## config.mk

```make
export PLATFORM = sky130hd
export DESIGN_NAME = la_capture_stream_flat
export DESIGN_NICKNAME = d
export VERILOG_FILES = /design/src/rtl/la_capture_stream_if.sv /design/src/rtl/la_capture_stream.sv /design/src/flat_wrapper.sv
export SDC_FILE = /design/constraint.sdc
export NUM_CORES = 1
export LEC_CHECK = 0
export BUFFER_PORTS_ARGS = -buffer_cell sky130_fd_sc_hd__buf_2
export CORE_MARGIN = 4
export CORE_UTILIZATION = 56
export CTS_CLUSTER_SIZE = 30
export DETAILED_ROUTE_END_ITERATION = 6
export PLACE_DENSITY = 0.79
export SYNTH_ARGS = -nofsm -noshare
export SYNTH_HDL_FRONTEND = slang
export SYNTH_SLANG_ARGS = --single-unit
```

## constraint.sdc

```tcl
create_clock -name axis_clk -period 9 [get_ports axis_clk]
set_clock_uncertainty 0.1 [all_clocks]
set_input_delay 0 -clock axis_clk [delete_from_list [all_inputs] [get_ports axis_clk]]
set_output_delay 0 -clock axis_clk [all_outputs]
set_load 0.01 [all_outputs]
```

## src/rtl/la_capture_stream_if.sv

```systemverilog
// Upstream AXI-Stream port from the logic-analyzer capture block towards the
// AXIS switch, including the high-priority request line to the switch arbiter.
interface la_capture_stream_if #(
    parameter int pDATA_WIDTH = 32
);
    logic [pDATA_WIDTH-1:0]   la_as_tdata;
    logic [pDATA_WIDTH/8-1:0] la_as_tstrb;
    logic [pDATA_WIDTH/8-1:0] la_as_tkeep;
    logic                     la_as_tlast;
    logic                     la_as_tvalid;
    logic [1:0]               la_as_tuser;
    logic                     la_hpri_req;
    logic                     as_la_tready;

    modport master (
        output la_as_tdata, la_as_tstrb, la_as_tkeep, la_as_tlast,
               la_as_tvalid, la_as_tuser, la_hpri_req,
        input  as_la_tready
    );

    modport slave (
        input  la_as_tdata, la_as_tstrb, la_as_tkeep, la_as_tlast,
               la_as_tvalid, la_as_tuser, la_hpri_req,
        output as_la_tready
    );
endinterface

```

## src/rtl/la_capture_stream.sv

```systemverilog
// Logic-analyzer capture front end: detects masked changes on la_data, queues
// one word per change in a small first-word-fall-through FIFO and drains it
// as fixed-length AXI-Stream packets. Word format: {ovf, delta, sample}.
// Optional build macro LA_CAPTURE_HEARTBEAT_EN: emit a keep-alive word when
// delta reaches its saturation value with no change on the probes.
module la_capture_stream #(
    parameter int pDATA_WIDTH = 32,
    parameter int pLA_WIDTH   = 24,
    parameter int pFIFO_DEPTH = 8,
    parameter int pBURST      = 4
) (
    input  logic                 axis_clk,
    input  logic                 axis_rst,
    input  logic [pLA_WIDTH-1:0] la_data,
    input  logic                 cfg_en,
    input  logic [pLA_WIDTH-1:0] cfg_mask,
    input  logic [3:0]           cfg_hpri_th,
    la_capture_stream_if.master  la_as,
    output logic [3:0]           sts_level,
    output logic                 sts_ovf
);
    localparam int PTR_W  = $clog2(pFIFO_DEPTH);
    localparam int LVL_W  = PTR_W + 1;
    localparam int BEAT_W = (pBURST > 1) ? $clog2(pBURST) : 1;
    localparam int DLT_W  = pDATA_WIDTH - pLA_WIDTH - 1;

    localparam logic [LVL_W-1:0]  LVL_FULL  = LVL_W'(pFIFO_DEPTH);
    localparam logic [BEAT_W-1:0] BEAT_LAST = BEAT_W'(pBURST - 1);
    localparam logic [DLT_W-1:0]  DLT_MAX   = {DLT_W{1'b1}};

    logic [pLA_WIDTH-1:0]   la_q;
    logic                   smp_vld_q;
    logic [pLA_WIDTH-1:0]   base_q,     base_d;
    logic                   base_vld_q, base_vld_d;
    logic [DLT_W-1:0]       delta_q,    delta_d;
    logic                   ovf_pend_q, ovf_pend_d;
    logic                   sts_ovf_q,  sts_ovf_d;
    logic [PTR_W-1:0]       wr_ptr_q,   wr_ptr_d;
    logic [PTR_W-1:0]       rd_ptr_q,   rd_ptr_d;
    logic [LVL_W-1:0]       level_q,    level_d;
    logic [BEAT_W-1:0]      beat_q,     beat_d;
    logic                   tvalid_q,   tlast_q,  hpri_q;
    logic [pDATA_WIDTH-1:0] mem_q [pFIFO_DEPTH];

    logic                   diff_s, hb_s, event_s, full_s, pop_s, push_s, drop_s;
    logic [DLT_W-1:0]       delta_inc_s, word_delta_s;
    logic [pDATA_WIDTH-1:0] word_s;

    assign diff_s = |((la_q ^ base_q) & cfg_mask);
`ifdef LA_CAPTURE_HEARTBEAT_EN
    assign hb_s = base_vld_q & (delta_q == DLT_MAX);
`else
    assign hb_s = 1'b0;
`endif
    // A fresh baseline is taken from the first sample after reset or enable.
    assign event_s = cfg_en & smp_vld_q & (~base_vld_q | diff_s | hb_s);
    assign full_s  = (level_q == LVL_FULL);
    assign pop_s   = tvalid_q & la_as.as_la_tready;
    assign push_s  = event_s & (~full_s | pop_s);
    assign drop_s  = event_s & full_s & ~pop_s;

    // delta_q counts edges elapsed since the last push; the word reports the
    // distance including the current edge, and 0 when it has no predecessor.
    assign delta_inc_s  = (delta_q == DLT_MAX) ? DLT_MAX : delta_q + {{(DLT_W-1){1'b0}}, 1'b1};
    assign word_delta_s = base_vld_q ? delta_inc_s : {DLT_W{1'b0}};
    assign word_s       = {ovf_pend_q, word_delta_s, la_q};

    // Probe sampling register, free running.
    always_ff @(posedge axis_clk) begin
        la_q <= la_data;
    end

    // Capture FIFO storage; stale entries are harmless because pointers reset.
    always_ff @(posedge axis_clk) begin
        if (push_s) begin
            mem_q[wr_ptr_q] <= word_s;
        end
    end

    // Next-state for change detection, FIFO bookkeeping and burst counting.
    always_comb begin
        base_d     = base_q;
        base_vld_d = base_vld_q;
        delta_d    = delta_q;
        ovf_pend_d = ovf_pend_q;
        sts_ovf_d  = sts_ovf_q | drop_s;
        wr_ptr_d   = wr_ptr_q;
        rd_ptr_d   = rd_ptr_q;
        level_d    = level_q;
        beat_d     = beat_q;

        if (event_s) begin
            base_d     = la_q;
            base_vld_d = 1'b1;
            delta_d    = {DLT_W{1'b0}};
        end else if (cfg_en) begin
            delta_d    = delta_inc_s;
        end else begin
            base_vld_d = 1'b0;
        end

        if (drop_s) begin
            ovf_pend_d = 1'b1;
        end else if (push_s) begin
            ovf_pend_d = 1'b0;
        end else begin
            ovf_pend_d = ovf_pend_q;
        end

        if (push_s) begin
            wr_ptr_d = wr_ptr_q + {{(PTR_W-1){1'b0}}, 1'b1};
        end else begin
            wr_ptr_d = wr_ptr_q;
        end

        if (pop_s) begin
            rd_ptr_d = rd_ptr_q + {{(PTR_W-1){1'b0}}, 1'b1};
            beat_d   = (beat_q == BEAT_LAST) ? {BEAT_W{1'b0}} : beat_q + {{(BEAT_W-1){1'b0}}, 1'b1};
        end else begin
            rd_ptr_d = rd_ptr_q;
            beat_d   = beat_q;
        end

        case ({push_s, pop_s})
            2'b10:   level_d = level_q + {{(LVL_W-1){1'b0}}, 1'b1};
            2'b01:   level_d = level_q - {{(LVL_W-1){1'b0}}, 1'b1};
            default: level_d = level_q;
        endcase
    end

    // State and registered output update with synchronous reset.
    always_ff @(posedge axis_clk) begin
        if (axis_rst) begin
            smp_vld_q  <= 1'b0;
            base_q     <= {pLA_WIDTH{1'b0}};
            base_vld_q <= 1'b0;
            delta_q    <= {DLT_W{1'b0}};
            ovf_pend_q <= 1'b0;
            sts_ovf_q  <= 1'b0;
            wr_ptr_q   <= {PTR_W{1'b0}};
            rd_ptr_q   <= {PTR_W{1'b0}};
            level_q    <= {LVL_W{1'b0}};
            beat_q     <= {BEAT_W{1'b0}};
            tvalid_q   <= 1'b0;
            tlast_q    <= 1'b0;
            hpri_q     <= 1'b0;
        end else begin
            smp_vld_q  <= 1'b1;
            base_q     <= base_d;
            base_vld_q <= base_vld_d;
            delta_q    <= delta_d;
            ovf_pend_q <= ovf_pend_d;
            sts_ovf_q  <= sts_ovf_d;
            wr_ptr_q   <= wr_ptr_d;
            rd_ptr_q   <= rd_ptr_d;
            level_q    <= level_d;
            beat_q     <= beat_d;
            tvalid_q   <= (level_d != {LVL_W{1'b0}});
            tlast_q    <= (beat_d == BEAT_LAST);
            hpri_q     <= (cfg_hpri_th != 4'd0) & ({{(4-LVL_W){1'b0}}, level_d} >= cfg_hpri_th);
        end
    end

    assign la_as.la_as_tdata  = mem_q[rd_ptr_q];
    assign la_as.la_as_tstrb  = {(pDATA_WIDTH/8){1'b1}};
    assign la_as.la_as_tkeep  = {(pDATA_WIDTH/8){1'b1}};
    assign la_as.la_as_tlast  = tlast_q;
    assign la_as.la_as_tvalid = tvalid_q;
    assign la_as.la_as_tuser  = 2'b00;
    assign la_as.la_hpri_req  = hpri_q;
    assign sts_level          = {{(4-LVL_W){1'b0}}, level_q};
    assign sts_ovf            = sts_ovf_q;
endmodule

```

## src/flat_wrapper.sv

```systemverilog
// flat-port wrapper written by rule: the top's interface ports become plain ports
module la_capture_stream_flat 
#(
    parameter int pDATA_WIDTH = 32,
    parameter int pLA_WIDTH   = 24,
    parameter int pFIFO_DEPTH = 8,
    parameter int pBURST      = 4
)
  (axis_clk, axis_rst, la_data, cfg_en, cfg_mask, cfg_hpri_th, sts_level, sts_ovf, la_as_la_as_tdata, la_as_la_as_tstrb, la_as_la_as_tkeep, la_as_la_as_tlast, la_as_la_as_tvalid, la_as_la_as_tuser, la_as_la_hpri_req, la_as_as_la_tready);
  la_capture_stream_if #(.pDATA_WIDTH(pDATA_WIDTH)) la_as_i ();
  input  logic axis_clk;
  input  logic axis_rst;
  input  logic [pLA_WIDTH-1:0] la_data;
  input  logic cfg_en;
  input  logic [pLA_WIDTH-1:0] cfg_mask;
  input  logic [3:0] cfg_hpri_th;
  output logic [3:0] sts_level;
  output logic sts_ovf;
  output wire logic [$bits(la_as_i.la_as_tdata)-1:0] la_as_la_as_tdata;
  output wire logic [$bits(la_as_i.la_as_tstrb)-1:0] la_as_la_as_tstrb;
  output wire logic [$bits(la_as_i.la_as_tkeep)-1:0] la_as_la_as_tkeep;
  output wire logic [$bits(la_as_i.la_as_tlast)-1:0] la_as_la_as_tlast;
  output wire logic [$bits(la_as_i.la_as_tvalid)-1:0] la_as_la_as_tvalid;
  output wire logic [$bits(la_as_i.la_as_tuser)-1:0] la_as_la_as_tuser;
  output wire logic [$bits(la_as_i.la_hpri_req)-1:0] la_as_la_hpri_req;
  input wire logic [$bits(la_as_i.as_la_tready)-1:0] la_as_as_la_tready;
  assign la_as_la_as_tdata = la_as_i.la_as_tdata;
  assign la_as_la_as_tstrb = la_as_i.la_as_tstrb;
  assign la_as_la_as_tkeep = la_as_i.la_as_tkeep;
  assign la_as_la_as_tlast = la_as_i.la_as_tlast;
  assign la_as_la_as_tvalid = la_as_i.la_as_tvalid;
  assign la_as_la_as_tuser = la_as_i.la_as_tuser;
  assign la_as_la_hpri_req = la_as_i.la_hpri_req;
  assign la_as_i.as_la_tready = la_as_as_la_tready;
  la_capture_stream #(.pDATA_WIDTH(pDATA_WIDTH), .pLA_WIDTH(pLA_WIDTH), .pFIFO_DEPTH(pFIFO_DEPTH), .pBURST(pBURST)) u_core (.axis_clk(axis_clk), .axis_rst(axis_rst), .la_data(la_data), .cfg_en(cfg_en), .cfg_mask(cfg_mask), .cfg_hpri_th(cfg_hpri_th), .la_as(la_as_i), .sts_level(sts_level), .sts_ovf(sts_ovf));
endmodule
```

# --- After elaboration in Yosys (flattened, before gate mapping) ---
# Memory sizes are Yosys's and may differ from the RTL's. A register that Yosys moved wholly into a read port is not among the register bits.
# Index checks and enable logic that the tools add are counted.
word_totals:
  memories: 1
  ff_bits: 74
  in_bits: 56
  wordCells: 63
  mem_bits_rw: 256
mem_list:
  columns: ["memory", "words", "word_bits", "read_ports", "rd_clocked_by_memory_dff", "wr", "line_no", "source"]
  rows:
  - ["u_core.mem_q", 8, 32, 1, 1, 1, "la_capture_stream.sv:43", "logic [pDATA_WIDTH-1:0] mem_q [pFIFO_DEPTH];"]
classes:
  eq_ne: 7
  addsub: 6
  magnitude_cmp: 1
  bitwise_logic: 15
  n_reduce_logical: 5
  mux: 14
op_table:
  columns: ["cell", "count"]
  rows:
  - ["$and A24 B24 Y24", 1]
  - ["$reduce_or A24 Y1", 1]
  - ["$xor A24 B24 Y24", 1]
  - ["$mux W7", 2]
  - ["$pmux W4 S2", 1]
  - ["$reduce_bool A4 Y1", 2]
  - ["$add A7 B1 Y7 const B", 1]
  - ["$and A1 B1 Y1", 7]
  - ["$eq A7 B7 Y1 const B", 1]
  - ["$mux W1", 7]
  - ["$add A3 B1 Y3 const B", 2]
  - ["$eq A2 B2 Y1 const B", 3]
  - ["$mux W3", 2]
  - ["$add A4 B1 Y4 const B", 1]
  - ["$eq A4 B4 Y1 const B", 1]
  - ["$ge A4 B4 Y1", 1]
  - ["$mux W2", 2]
  - ["$sub A4 B1 Y4 const B", 1]
  - ["$not A1 Y1", 3]
  - ["$or A1 B1 Y1", 3]
  - ["$add A2 B1 Y2 const B", 1]
  - ["$eq A2 B1 Y1 const B", 1]
  - ["$ne A2 B1 Y1 const B", 1]
  - ["$reduce_bool A2 Y1", 1]
  - ["$reduce_or A2 Y1", 1]

# --- Logic depth before layout (Yosys ltp) ---
logic_depth:
  ltp_word: 10
  mapped_depth: 18

# --- Least setup slack after synthesis ---
# Ideal clock, no wire load.
synth_path:
  kind: "reg2reg"
  start: "register u_core.la_q[13]"
  end: "memory u_core.mem_q[2][0] (enable)"
  setup_slack_ns: 3.748
  arrival_time_ns: 4.639
  path_stages_with_launch: 8
  required_time_ns: 8.387
  cell_sequence: "dfxtp_1 -> xor2_1 -> a22oi_1 -> nand4_1 -> nor4b_4 -> nor2_4 -> nand2_1 -> nor4b_1"
synth_between:
  elab_chain_cells: 8
synth_lines:
  columns: ["element", "line_no", "source"]
  rows:
  - ["start, declared", "la_capture_stream.sv:31", "logic [pLA_WIDTH-1:0] la_q;"]
  - ["start signal, assigned", "la_capture_stream.sv:70", "la_q <= la_data;"]
  - ["$xor A24 B24 Y24", "la_capture_stream.sv:49", "assign diff_s = |((la_q ^ base_q) & cfg_mask);"]
  - ["$and A24 B24 Y24", "la_capture_stream.sv:49", null]
  - ["$reduce_or A24 Y1", "la_capture_stream.sv:49", null]
  - ["$or A1 B1 Y1", "la_capture_stream.sv:56", "assign event_s = cfg_en & smp_vld_q & (~base_vld_q | diff_s | hb_s);"]
  - ["$and A1 B1 Y1", "la_capture_stream.sv:56", null]
  - ["$and A1 B1 Y1", "la_capture_stream.sv:59", "assign push_s = event_s & (~full_s | pop_s);"]
  - ["$mux W1", "la_capture_stream.sv:75", "if (push_s) begin"]
  - ["$mux W1 (implied by the code)", "la_capture_stream.sv:76", "mem_q[wr_ptr_q] <= word_s;"]
  - ["end, declared", "la_capture_stream.sv:43", null]
# Every way passes these cells.

# --- Worst setup path in the final report ---
layout_path:
  start: "register u_core.la_q[4]"
  end: "register u_core.hpri_q (netlist: u_core.la_as.la_hpri_req)"
layout_between:
  elab_chain_cells: 10
  elab_cells_between_ends: 11
layout_lines:
  columns: ["element", "line_no", "source"]
  rows:
  - ["$xor A24 B24 Y24 *", "la_capture_stream.sv:49", null]
  - ["$and A24 B24 Y24 *", "la_capture_stream.sv:49", null]
  - ["$reduce_or A24 Y1 *", "la_capture_stream.sv:49", null]
  - ["$or A1 B1 Y1 *", "la_capture_stream.sv:56", null]
  - ["$and A1 B1 Y1 *", "la_capture_stream.sv:56", null]
  - ["$and A1 B1 Y1 *", "la_capture_stream.sv:59", null]
  - ["$eq A2 B1 Y1 / $eq A2 B2 Y1 (equally long branches)", "la_capture_stream.sv:124", "case ({push_s, pop_s})"]
  - ["$pmux W4 S2 *", "la_capture_stream.sv:124", null]
  - ["via u_core.level_d[3]", "la_capture_stream.sv:40", "logic [LVL_W-1:0] level_q, level_d;"]
  - ["$ge A4 B4 Y1 *", "la_capture_stream.sv:160", "hpri_q <= (cfg_hpri_th != 4'd0) & ({{(4-LVL_W){1'b0}}, level_d} >= cfg_hpri_th);"]
  - ["$and A1 B1 Y1 *", "la_capture_stream.sv:160", null]
  - ["end signal, assigned", "la_capture_stream.sv:160", null]
  - ["end, declared", "la_capture_stream.sv:42", "logic tvalid_q, tlast_q, hpri_q;"]
# Mark *: on every way through the listed nets, which the timed path passes. The rest lies on a longest branch.
# A chain may end at the register's enable or synchronous reset.

==> reports/qor.yml <==
power_and_ir_drop:
  power.leakage_nw: 5.31
  powerDensity_nw_per_um2: 236
  peakVddDrop_v: 0.000174
cells_and_area:
  num_antenna_cells: 0
  fin_area_um2: 15000
  areaGrowthSynthToFinish_pct: 17.4
  layout_common_cells: "edfxtp_1, buf_2, dfxtp_1, mux4_2, nor2_1"
  layout.nets: 902
  layout_commonest_cell: "edfxtp_1"
  layoutNonFillerInstCount: 1143
  postLayoutCoreUtil_pct: 66.5
  drive_gt1_share_pct: 31.9
sta:
  period_share_pct: 50.9
  rsz0062_at_grt: "no"
  setup_viol: 0
  finalSetupTns_ps: 0
  slew_violations: 0
  max_freq_ghz: 0.218
  finalCriticalPeriod_ps: 4590
  final_hold_viol_count: 0
  slew_headroom_pct: 31.9
  tightest_slew_ps: 1020
clocking:
  clkTransAtPathRegs_ps: 60
  h-tree-depth: 2
  clock-sinks: 333
  cts_buffers: 34
  clockBufferDepth: 3
  clock_latency_ps: 510
  cts_tree: "built"
  cts_setup_buffers: 0
  root_buffer: "clkbuf_16"
global_routing:
  gr-usage-met1_pct: 29.1
  antenna_found_initial: 0
  busiest_layer: "met2"
  grt_pass1_vias: 7172
  grt_pass1_wl_um: 41600
  grt-ovfl-total: 0
  grt_util_all_layers_pct: 21.5
  grtUsageMet3_pct: 4.43
  grt_max_degree: 65
  use_met2_pct: 36.1
logic_synthesis:
  ys_warn_count: 0
  synth_edf_count: 256
  synthTopCellsByArea: "edfxtp_1, dfxtp_1, mux4_2, mux2_2, mux2i_1"
  postSynthAreaPerCell_um2: 18.6
  synth_cells: 689
  synth_top_area_share_pct: 60.1
  syn-cell-area_um2: 12800
  synth.distinct_cells: 48
  synth-async-reset-ratio_pct: 0
  yosys_register_bits: 333
  synth_seq_area_share_pct: 72.1
  ys_dominant_reg_cell: "edfxtp_1"
  yosysTopAreaCell: "edfxtp_1"
detailed_routing:
  vias: 6767
  finalWirelength_um: 27000
  via_per_inst: 5.92
  first_iter_violations: 534
  antenna_left: 0
  drc: 0
  drt-wirelength-per-cell_um: 23.6
  dr.pass1.iters: 5
floorplanning:
  core-area_um2: 22600
  fp.dieW_um: 159
  num_rows: 55
  initial_core_util_pct: 56.7
  chipHeight_um: 159
  dieArea_um2: 25300
  io_pins: 106
hold_path:
  hold_path_class: "input port to register"
  holdPathStages: 2
worst_setup_path:
  cp.arrival_ps: 4870
  start_kind: "register"
  crit_fanout: 16
  cp-end-kind: "register"
  criticalPathCategory: "register to register"
  worstRegToRegCells: 17
  required_ps: 9280
run_status:
  status: "finished clean"
run:
  cap_violations: 0
placement:
  dp_hpwl_um: 16000
  portBuffers: 95
  place_inst: 1054
  routabilityCongestion: 0.916
  place_area_um2: 13600
## critical path, stage by stage (launching register included)
cell	delay, ps
dfxtp_1	490
xor2_1	120
a22oi_1	290
nand4_1	250
nor4b_4	410
nor2_4	180
nor2_1	270
ha_1	280
a21o_1	180
a21oi_1	180
or3_1	140
mux2i_1	90
xnor2_1	290
inv_1	90
ha_1	270
a21oi_1	160
nor3_1	60
dlygate4sd3_1	590
## synthesized netlist by cell type, types with 9 or more instances
library cell	count
nor2_1	45
a22oi_1	10
ha_1	10
clkbuf_1	19
nand2_1	10
xnor2_1	9
mux2i_1	28
mux4_2	64
buf_4	11
dfxtp_1	77
edfxtp_1	256
xor2_1	27
buf_2	9
mux2_2	33
a21oi_1	10
## power by group
group / switching [mW] / internal (mW) / total (mW)
clock network: 0.554 / 0.795 / 1.35
registers: 0.0576 / 1.70 / 1.76
logic: 0.209 / 0.236 / 0.444
## per-stage QoR
| step | total power, mW | worst slack (ps) | hold slack, ps |
|---|---|---|---|
| finish | 3.55 | 4410 | 32.4 |
| global route | 3.69 | 4130 | 18.1 |
| CTS | 3.58 | 4470 | 9.71 |
| detailed placement | 2.22 | 5040 | 4.07 |
| global placement | 2.21 | 5220 | 3.21 |
| floorplan | 2.09 | 3750 | -72.3 |
## metal layers
metal / wire, um / part of all wire [%]
met5: 0 / 0
met4: 519 / 1.9
met3: 1980 / 7.3
met2: 13700 / 51
met1: 10700 / 40
## timing repair
item / in CTS / in global routing
resized for setup: 0 / 0
endpoints found under the hold margin: 45 / 0
hold buffers: 30 / 0
## layout make-up
cell class                      instances  area [um^2]
Sequential cell                       333         9230
Fill cell                            1454         7550
Multi-Input combinational cell        318         3420
Clock buffer                           48          985
Timing Repair Buffer                  142          903
Tap cell                              285          357
Clock inverter                         11         98.8
Inverter                                6         22.5
## worst paths after layout
kind	slack [ps]	end	start
worst max-delay path	4410	u_core.la_as.la_hpri_req	u_core.la_q[4]
worst min-delay path	30	u_core.la_q[18]	la_data[18]
worst max register to register	4410	u_core.la_as.la_hpri_req	u_core.la_q[4]
worst min register to register	390	u_core.sts_ovf	u_core.sts_ovf
## registers in the layout, indices dropped and copies added (netlist names), named ones only
signal,count
u_core.la_q,24
u_core.smp_vld_q,1
u_core.delta_q,7
u_core.sts_ovf,1
u_core.mem_q,256
u_core.sts_level,4
u_core.beat_q,2
u_core.la_as.la_hpri_req,1
u_core.base_q,24
u_core.la_as.la_as_tlast,1
u_core.ovf_pend_q,1
u_core.rd_ptr_q,3
u_core.la_as.la_as_tvalid,1
u_core.base_vld_q,1
u_core.wr_ptr_q,3
## kinds of logic (layout without fill, tap and decap cells)
family,Yosys count,after routing,share of synthesized area [%]
adders and majority gates,11,11,1.13
AOI/OAI and AO/OA,38,38,2.02
other,2,10,0.0587
and+or+nand+nor,96,96,3.80
xor gates and xnor gates,36,36,2.46
buffers and inverters,46,207,1.76
DFF,333,333,72.1
muxes,127,127,16.6
No activity file was read; power rests on OpenSTA's default activity.
